<file path="src/rtl/i2c_master_byte.sv">
// Single-byte I2C master: START, {addr,rw}, ACK check, one data byte, STOP.
// Open-drain outputs: *_oe=1 pulls the line low.
module i2c_master_byte #(
    parameter int CLK_DIV = 125
) (
    input  logic       clk,
    input  logic       reset_n,
    input  logic       start,
    input  logic [6:0] dev_addr,
    input  logic       rw,
    input  logic [7:0] wdata,
    output logic [7:0] rdata,
    output logic       busy,
    output logic       done,
    output logic       ack_err,
    output logic       scl_oe,
    output logic       sda_oe,
    input  logic       sda_in
);

    localparam int CW = (CLK_DIV > 1) ? $clog2(CLK_DIV) : 1;
    localparam logic [CW-1:0] LAST = CW'(CLK_DIV - 1);

    typedef enum logic [3:0] {
        IDLE, START, ADDR, AACK, WDATA, WACK, RDATA, RNACK, STOP
    } state_t;

    state_t        state;
    logic [1:0]    q;
    logic [CW-1:0] cnt;
    logic [2:0]    bcnt;
    logic [7:0]    sh;
    logic [7:0]    wdata_r;
    logic          rw_r;
    logic          sda_s1;
    logic          sda_s2;
    logic          tick;

    assign tick = (cnt == LAST);

    always_ff @(posedge clk or negedge reset_n) begin
        if (!reset_n) begin
            state   <= IDLE;
            q       <= '0;
            cnt     <= '0;
            bcnt    <= '0;
            sh      <= '0;
            wdata_r <= '0;
            rw_r    <= 1'b0;
            sda_s1  <= 1'b1;
            sda_s2  <= 1'b1;
            rdata   <= '0;
            busy    <= 1'b0;
            done    <= 1'b0;
            ack_err <= 1'b0;
            scl_oe  <= 1'b0;
            sda_oe  <= 1'b0;
        end else begin
            sda_s1 <= sda_in;
            sda_s2 <= sda_s1;
            done   <= 1'b0;
            if (!busy) begin
                if (start) begin
                    state   <= START;
                    busy    <= 1'b1;
                    ack_err <= 1'b0;
                    sh      <= {dev_addr, rw};
                    rw_r    <= rw;
                    wdata_r <= wdata;
                    q       <= '0;
                    cnt     <= '0;
                    bcnt    <= '0;
                end
            end else if (!tick) begin
                cnt <= cnt + 1'b1;
            end else begin
                cnt <= '0;
                q   <= q + 2'd1;
                // Each tick moves into quarter q+1; outputs are set for that quarter.
                unique case (q)
                    2'd0: scl_oe <= 1'b0;
                    2'd1: begin
                        if (state == START)
                            sda_oe <= 1'b1;
                        else if (state == STOP)
                            sda_oe <= 1'b0;
                        else if (state == RDATA)
                            rdata <= {rdata[6:0], sda_s2};
                        else if ((state == AACK || state == WACK) && sda_s2)
                            ack_err <= 1'b1;
                    end
                    2'd2: if (state != STOP) scl_oe <= 1'b1;
                    2'd3: begin
                        unique case (state)
                            START: begin
                                state  <= ADDR;
                                bcnt   <= '0;
                                sda_oe <= ~sh[7];
                            end
                            ADDR, WDATA: begin
                                if (bcnt == 3'd7) begin
                                    state  <= (state == ADDR) ? AACK : WACK;
                                    sda_oe <= 1'b0;
                                end else begin
                                    bcnt   <= bcnt + 3'd1;
                                    sh     <= {sh[6:0], 1'b0};
                                    sda_oe <= ~sh[6];
                                end
                            end
                            AACK: begin
                                bcnt <= '0;
                                if (ack_err) begin
                                    state  <= STOP;
                                    sda_oe <= 1'b1;
                                end else if (rw_r) begin
                                    state <= RDATA;
                                end else begin
                                    state  <= WDATA;
                                    sh     <= wdata_r;
                                    sda_oe <= ~wdata_r[7];
                                end
                            end
                            WACK, RNACK: begin
                                state  <= STOP;
                                sda_oe <= 1'b1;
                            end
                            RDATA: begin
                                if (bcnt == 3'd7)
                                    state <= RNACK;
                                else
                                    bcnt <= bcnt + 3'd1;
                            end
                            STOP: begin
                                state <= IDLE;
                                busy  <= 1'b0;
                                done  <= 1'b1;
                            end
                            default: begin
                                state  <= IDLE;
                                busy   <= 1'b0;
                                scl_oe <= 1'b0;
                                sda_oe <= 1'b0;
                            end
                        endcase
                    end
                endcase
            end
        end
    end

endmodule

</file>
<file path="config.mk">
export PLATFORM = sky130hd
export DESIGN_NAME = i2c_master_byte
export DESIGN_NICKNAME = d
export VERILOG_FILES = /design/src/rtl/i2c_master_byte.sv
export SDC_FILE = /design/constraint.sdc
export NUM_CORES = 1
export LEC_CHECK = 0
export CAP_MARGIN = 20
export CORE_MARGIN = 2
export CORE_UTILIZATION = 35
export CTS_CLUSTER_SIZE = 30
export DETAILED_ROUTE_END_ITERATION = 8
export SLEW_MARGIN = 0
export SYNTH_ARGS = -nofsm -noshare
export SYNTH_HDL_FRONTEND = slang
export SYNTH_SLANG_ARGS = --single-unit
</file>
<file path="constraint.sdc">
create_clock -name clk -period 2.2 [get_ports clk]
set_input_delay 0.44 -clock clk [delete_from_list [all_inputs] [get_ports clk]]
set_output_delay 0.44 -clock clk [all_outputs]
set_load 0.01 [all_outputs]
</file>
==> results of run 1 <==
report_power, final:
part	internal [W]	leakage (nW)	switching (W)
logic	0.000248	0.718	0.000216
clock network	0.000229	0.0485	0.000328
registers	0.00101	0.596	0.000139
layout by cell type, fill, tap and decap left out, types with 2 or more instances in the layout:
| cell type | instances |
|---|---|
| nor2b_1 | 2 |
| o21ai_0 | 12 |
| inv_1 | 13 |
| a21o_1 | 2 |
| mux2i_1 | 9 |
| xnor2_1 | 2 |
| a31oi_1 | 2 |
| a22o_1 | 6 |
| clkdlybuf4s50_1 | 31 |
| xor2_1 | 3 |
| nor3_1 | 5 |
| and4_1 | 2 |
| buf_4 | 13 |
| a21oi_1 | 12 |
| nor2_1 | 22 |
| nand2b_1 | 2 |
| nand3_1 | 7 |
| clkbuf_8 | 5 |
| or4_1 | 2 |
| buf_12 | 2 |
| o31ai_1 | 2 |
| and3_1 | 2 |
| dfrtp_1 | 46 |
| dfstp_2 | 2 |
| ha_1 | 7 |
| nor4b_1 | 2 |
| nand2_1 | 23 |
| nand4_1 | 2 |
| mux2_2 | 27 |
| nor4_1 | 2 |
sequential cells by signal, summed over array words and instances, names as in the netlist, 2 cells and up:
signal / count
q: 2
rdata: 8
wdata_r: 8
bcnt: 3
state: 4
cnt: 7
sh: 8
kinds of logic (layout without fill, tap and decap cells):
| kind of cell | count (synthesis) | after routing | share of synthesized area |
|---|---|---|---|
| AND/OR/NAND/NOR | 76 | 76 | 0.146 |
| buffers and inverters | 24 | 68 | 0.0414 |
| XOR/XNOR | 5 | 5 | 0.0175 |
| adder cells (fa/ha/maj) | 7 | 7 | 0.0349 |
| multiplexers | 36 | 36 | 0.157 |
| AO/OA/AOI/OAI | 46 | 46 | 0.124 |
| flip-flops | 48 | 48 | 0.480 |
how the worst min path moves through the flow:
stage | cells past startpoint | start | end
2_1_floorplan | 0 | reset_n | ack_err
3_3_place_gp | 0 | sda_s1 | sda_s2
3_5_place_dp | 0 | sda_s1 | sda_s2
4_1_cts | 1 | reset_n | sda_oe
5_1_grt | 1 | reset_n | sda_oe
6_report | 1 | reset_n | done
per-stage QoR:
step	worst slack (ns)	power [W]
floorplan	0.290	0.00146
global placement	0.162	0.00160
detailed placement	0.143	0.00163
CTS	0.119	0.00218
global route	0.0169	0.00230
finish	0.0844	0.00216
worst max-delay path: stages (launching register included):
cell,delay [ns]
dfrtp_1,0.41
ha_1,0.20
ha_1,0.24
or4_1,0.50
a32oi_1,0.21
nand2_1,0.08
a221oi_2,0.24
mux2_2,0.18
area by class of cell:
| class | instances | area [sq um] |
|---|---|---|
| fillers | 667 | 3750 |
| clock buffers | 5 | 68.8 |
| well taps | 96 | 120 |
| multi-input cells | 170 | 1200 |
| flip-flops and latches | 48 | 1200 |
| repair buffers | 47 | 453 |
| inverters | 13 | 48.8 |
| clock inverters | 3 | 22.5 |
routing by layer:
| layer | track usage | wire length (um) | vias up |
|---|---|---|---|
| li1 | - | - | 959 |
| met1 | 0.200 | 2580 | 926 |
| met2 | 0.242 | 2540 | 51 |
| met3 | 0.0299 | 272 | 6 |
| met4 | 0.0372 | 51 | 0 |
| met5 | 0 | 0 | - |
==> impl_metrics.ini, run 1 <==
[sta]
hold_slack_ns = 0.126
finClkSkew_ns = 0.00741
max_slew_margin = 0.603
finalSetupViolCount = 0
hold_violations = 0
drv_slew = 0
tightest_slew_ns = 0.595
min_period_over_period = 0.962
fmax_ghz = 0.473
rsz0062_at_grt = no
period_minus_slack_ns = 2.12
fin_setup_tns_ns = 0

[cells_and_area]
final_util = 0.454
drive_gt1_frac = 0.203
area_growth_pct = 24.3
stdcell_count = 382
final_nets = 312
num_antenna_cells = 0
final_area_sq_um = 3120

[power]
leakage_nw = 1.36
p_per_area_nw_per_um2 = 694
ir_drop_mv = 0.303

[clock_network]
cts_sinks = 48
numCtsBuffers = 5
cts.htree.levels = 2
cts_setup_buffers = 0
cts_tree = built
cts.repair.resized = 0
clk_path_buf_depth = 2
clk_latency_ns = 0.31
cts_hold_buffers = 0
clk_pin_slew_ns = 0.10
cts_root_buffer = clkbuf_8

[yosys]
synth.distinct_cells = 43
synth_seq_area_share = 0.480
synth_seq_cells = 48
synthCells = 242
yosysTopAreaCell = dfrtp_1
ys_top_cells_by_area = dfrtp_1, mux2_2, mux2i_1, ha_1, nand2_1
syn_nets = 269
syn_area_sq_um = 2510
async_flop_share = 1.00
synth_flop_cell = dfrtp_1
avgSynthCellArea_sq_um = 10.4
synth_top_cell_area_share = 0.459
yosysWarnings = 0
netlist_top_cells_count = dfrtp_1, mux2_2, nand2_1
synth_most_common_cell = dfrtp_1
synth_edf_count = 0

[route]
first_pass_iters = 4
drt_iter0_drc = 114
vias = 1942
routed_via_density = 5.08
routed_wl_um = 5450
ant_nets = 0
drc = 0
wl_per_cell_um = 14.3

[min_path]
hold_path.class = in2async

[floorplan]
dieWidth_um = 88.7
io_pins = 33
row_count = 30
core_area_sq_um = 6870
die_h_um = 88.7
die_area_sq_um = 7860
start_util = 0.365

[global_route]
grt_max_degree = 26
grt_remaining_overflow = 0
grt_pass1_vias = 1876
grt_pass1_wl_um = 8990
track_usage = 0.148
antenna_found_initial = 0

[place]
gp_congestion = 0.830
placed_area_sq_um = 3030
portBuffers = 32
dp.cells = 374
dpl.hpwl_um = 3880

[critical_path]
r2r_cells = 7
crit_path_start_kind = flip-flop
crit_start = bcnt[0]
crit_fanout = 5
r2r_slack_ns = 0.08
arrival_ns = 2.37
end_kind = flip-flop
r2r_start = bcnt[0]
critPathCapture = sda_oe
critPathKind = reg2reg
r2r-end = sda_oe
required_ns = 2.46

[outcome]
status = finished clean

[flow_run]
cap_violations = 0
No activity file was read; power rests on OpenSTA's default activity.
==> inputs of run 2 (changes only) <==
--- a/config.mk
+++ b/config.mk
@@ -5,11 +5,12 @@
 export SDC_FILE = /design/constraint.sdc
 export NUM_CORES = 1
 export LEC_CHECK = 0
-export CAP_MARGIN = 20
+export CAP_MARGIN = 25
 export CORE_MARGIN = 2
 export CORE_UTILIZATION = 35
 export CTS_CLUSTER_SIZE = 30
 export DETAILED_ROUTE_END_ITERATION = 8
+export PLACE_DENSITY_LB_ADDON = 0.05
 export SLEW_MARGIN = 0
 export SYNTH_ARGS = -nofsm -noshare
 export SYNTH_HDL_FRONTEND = slang
==> run 2 against run 1 <==
Largest power group unchanged. Register-to-register slack gained 0.02 ns. Worst hold slack gained 0.24 ns. Global-route usage grew 1.1 points. Clock skew shrank 0.0036 ns. Largest cell class unchanged. Non-clock buffer count grew 4. Clock power grew 16%. Critical path depth shrank 1. Highest routed layer unchanged. Routed wire length shrank 0.50%. Via count is essentially flat. Final cell count grew 1.0%.
==> impl_metrics.ini, run 2 (synthesis gave the netlist of run 1 again) <==
[outcome]
status = finished clean

[floorplan]
row_count = 30
die_area_sq_um = 7860
die_h_um = 88.7
io_pins = 33
dieWidth_um = 88.7
core_area_sq_um = 6870
start_util = 0.365

[sta]
rsz0062_at_grt = no
tightest_slew_ns = 0.394
min_period_over_period = 0.954
drv_slew = 0
max_slew_margin = 0.736
fmax_ghz = 0.477
period_minus_slack_ns = 2.10
fin_setup_tns_ns = 0
hold_slack_ns = 0.363
finalSetupViolCount = 0
finClkSkew_ns = 0.00378
hold_violations = 0

[cells_and_area]
top_regs = rdata (8), sh (8), wdata_r (8)
area_growth_pct = 26.0
final_common_cell = dfrtp_1
num_antenna_cells = 0
final_util = 0.460
final_area_sq_um = 3160
final_nets = 316
layout_common_cells = dfrtp_1, clkdlybuf4s50_1, mux2_2, nand2_1, nor2_1
drive_gt1_frac = 0.217

[power]
p_per_area_nw_per_um2 = 713
ir_drop_mv = 0.274
leakage_nw = 1.38
total_power_w = 0.00226

[global_route]
busiest_layer = met2
grt_max_degree = 34
grtUsageMet1 = 0.231
grtUsageMet3 = 0.0299
grt_pass1_vias = 1942
track_usage = 0.159
grt_pass1_wl_um = 9720
met2_usage = 0.239
grt_remaining_overflow = 0
antenna_found_initial = 0

[clock_network]
cts_tree = built
numCtsBuffers = 5
clk_pin_slew_ns = 0.09
cts_sinks = 48
cts.htree.levels = 2
cts_setup_buffers = 0
clk_path_buf_depth = 2
cts_root_buffer = clkbuf_8
clk_latency_ns = 0.30

[critical_path]
crit_path_start_kind = flip-flop
critPathKind = reg2reg
crit_fanout = 7
r2r_start = bcnt[0]
required_ns = 2.43
crit_start = bcnt[0]
end_kind = flip-flop
arrival_ns = 2.32

[route]
first_pass_iters = 4
vias = 1941
drc = 0
ant_nets = 0
routed_wl_um = 5420
routed_via_density = 5.03
drt_iter0_drc = 72
wl_per_cell_um = 14.0

[place]
gp_congestion = 0.859
dpl.hpwl_um = 3960
portBuffers = 32
placed_area_sq_um = 3040

[min_path]
hold_path.class = reg2reg
hold_start = sda_s1

[flow_run]
cap_violations = 0
-- run 2: stage by stage --
stage / setup WS, ns / instances
final: 0.102 / 386
after global routing: 0.00636 / 386
after detailed placement: 0.128 / 377
after global placement: 0.128 / 377
after CTS: 0.114 / 386
after floorplan: 0.290 / 242
-- run 2: layout make-up --
cell class | instances | area (sq um)
clock buffers | 5 | 68.8
clock inverters | 3 | 42.5
fillers | 695 | 3710
inverters | 13 | 48.8
multi-input cells | 170 | 1200
flip-flops and latches | 48 | 1200
well taps | 96 | 120
repair buffers | 51 | 473
-- run 2: timing repair --
action / 4_1_cts / 5_1_grt
setup endpoints to repair: 0 / 8
hold buffers: 1 / 0
resized for setup: 0 / 2
endpoints found under the hold margin: 5 / 0
-- run 2: power by group --
part	total [W]	switching [W]	leakage, nW	internal, W
combinational	0.000469	0.000217	0.732	0.000252
sequential	0.00114	0.000134	0.595	0.00101
clock	0.000646	0.000310	0.0541	0.000337
-- run 2: metal layers --
| layer | vias up | share of wire |
|---|---|---|
| met2 | 34 | 0.45 |
| met1 | 944 | 0.50 |
| met4 | 0 | 0.015 |
| li1 | 956 | - |
| met3 | 7 | 0.032 |
| met5 | - | 0 |
-- run 2: worst paths after layout --
kind	to	slack (ns)	depth (start not counted)
setup reg to reg	state[2]	0.10	6
hold reg to reg	sda_s2	0.36	0
setup / recovery	state[2]	0.10	6
hold / removal	sda_s2	0.36	0
max in group asynchronous	sda_s1	1.14	3
min in group asynchronous	busy	0.51	2
-- run 2: critical path: stages, from the launching register on --
cell and delay (ns):
dfrtp_1 0.41, ha_1 0.21, ha_1 0.24, or4_1 0.53, a31oi_2 0.41, a21oi_1 0.07
o22ai_1 0.16
==> inputs of run 3 (changes only) <==
--- a/config.mk
+++ b/config.mk
@@ -8,7 +8,7 @@
 export CAP_MARGIN = 25
 export CORE_MARGIN = 2
 export CORE_UTILIZATION = 35
-export CTS_CLUSTER_SIZE = 30
+export CTS_CLUSTER_SIZE = 28
 export DETAILED_ROUTE_END_ITERATION = 8
 export PLACE_DENSITY_LB_ADDON = 0.05
 export SLEW_MARGIN = 0
==> results of run 3 <==
No change in the layout: final DEF, timing and power equal those of run 2.
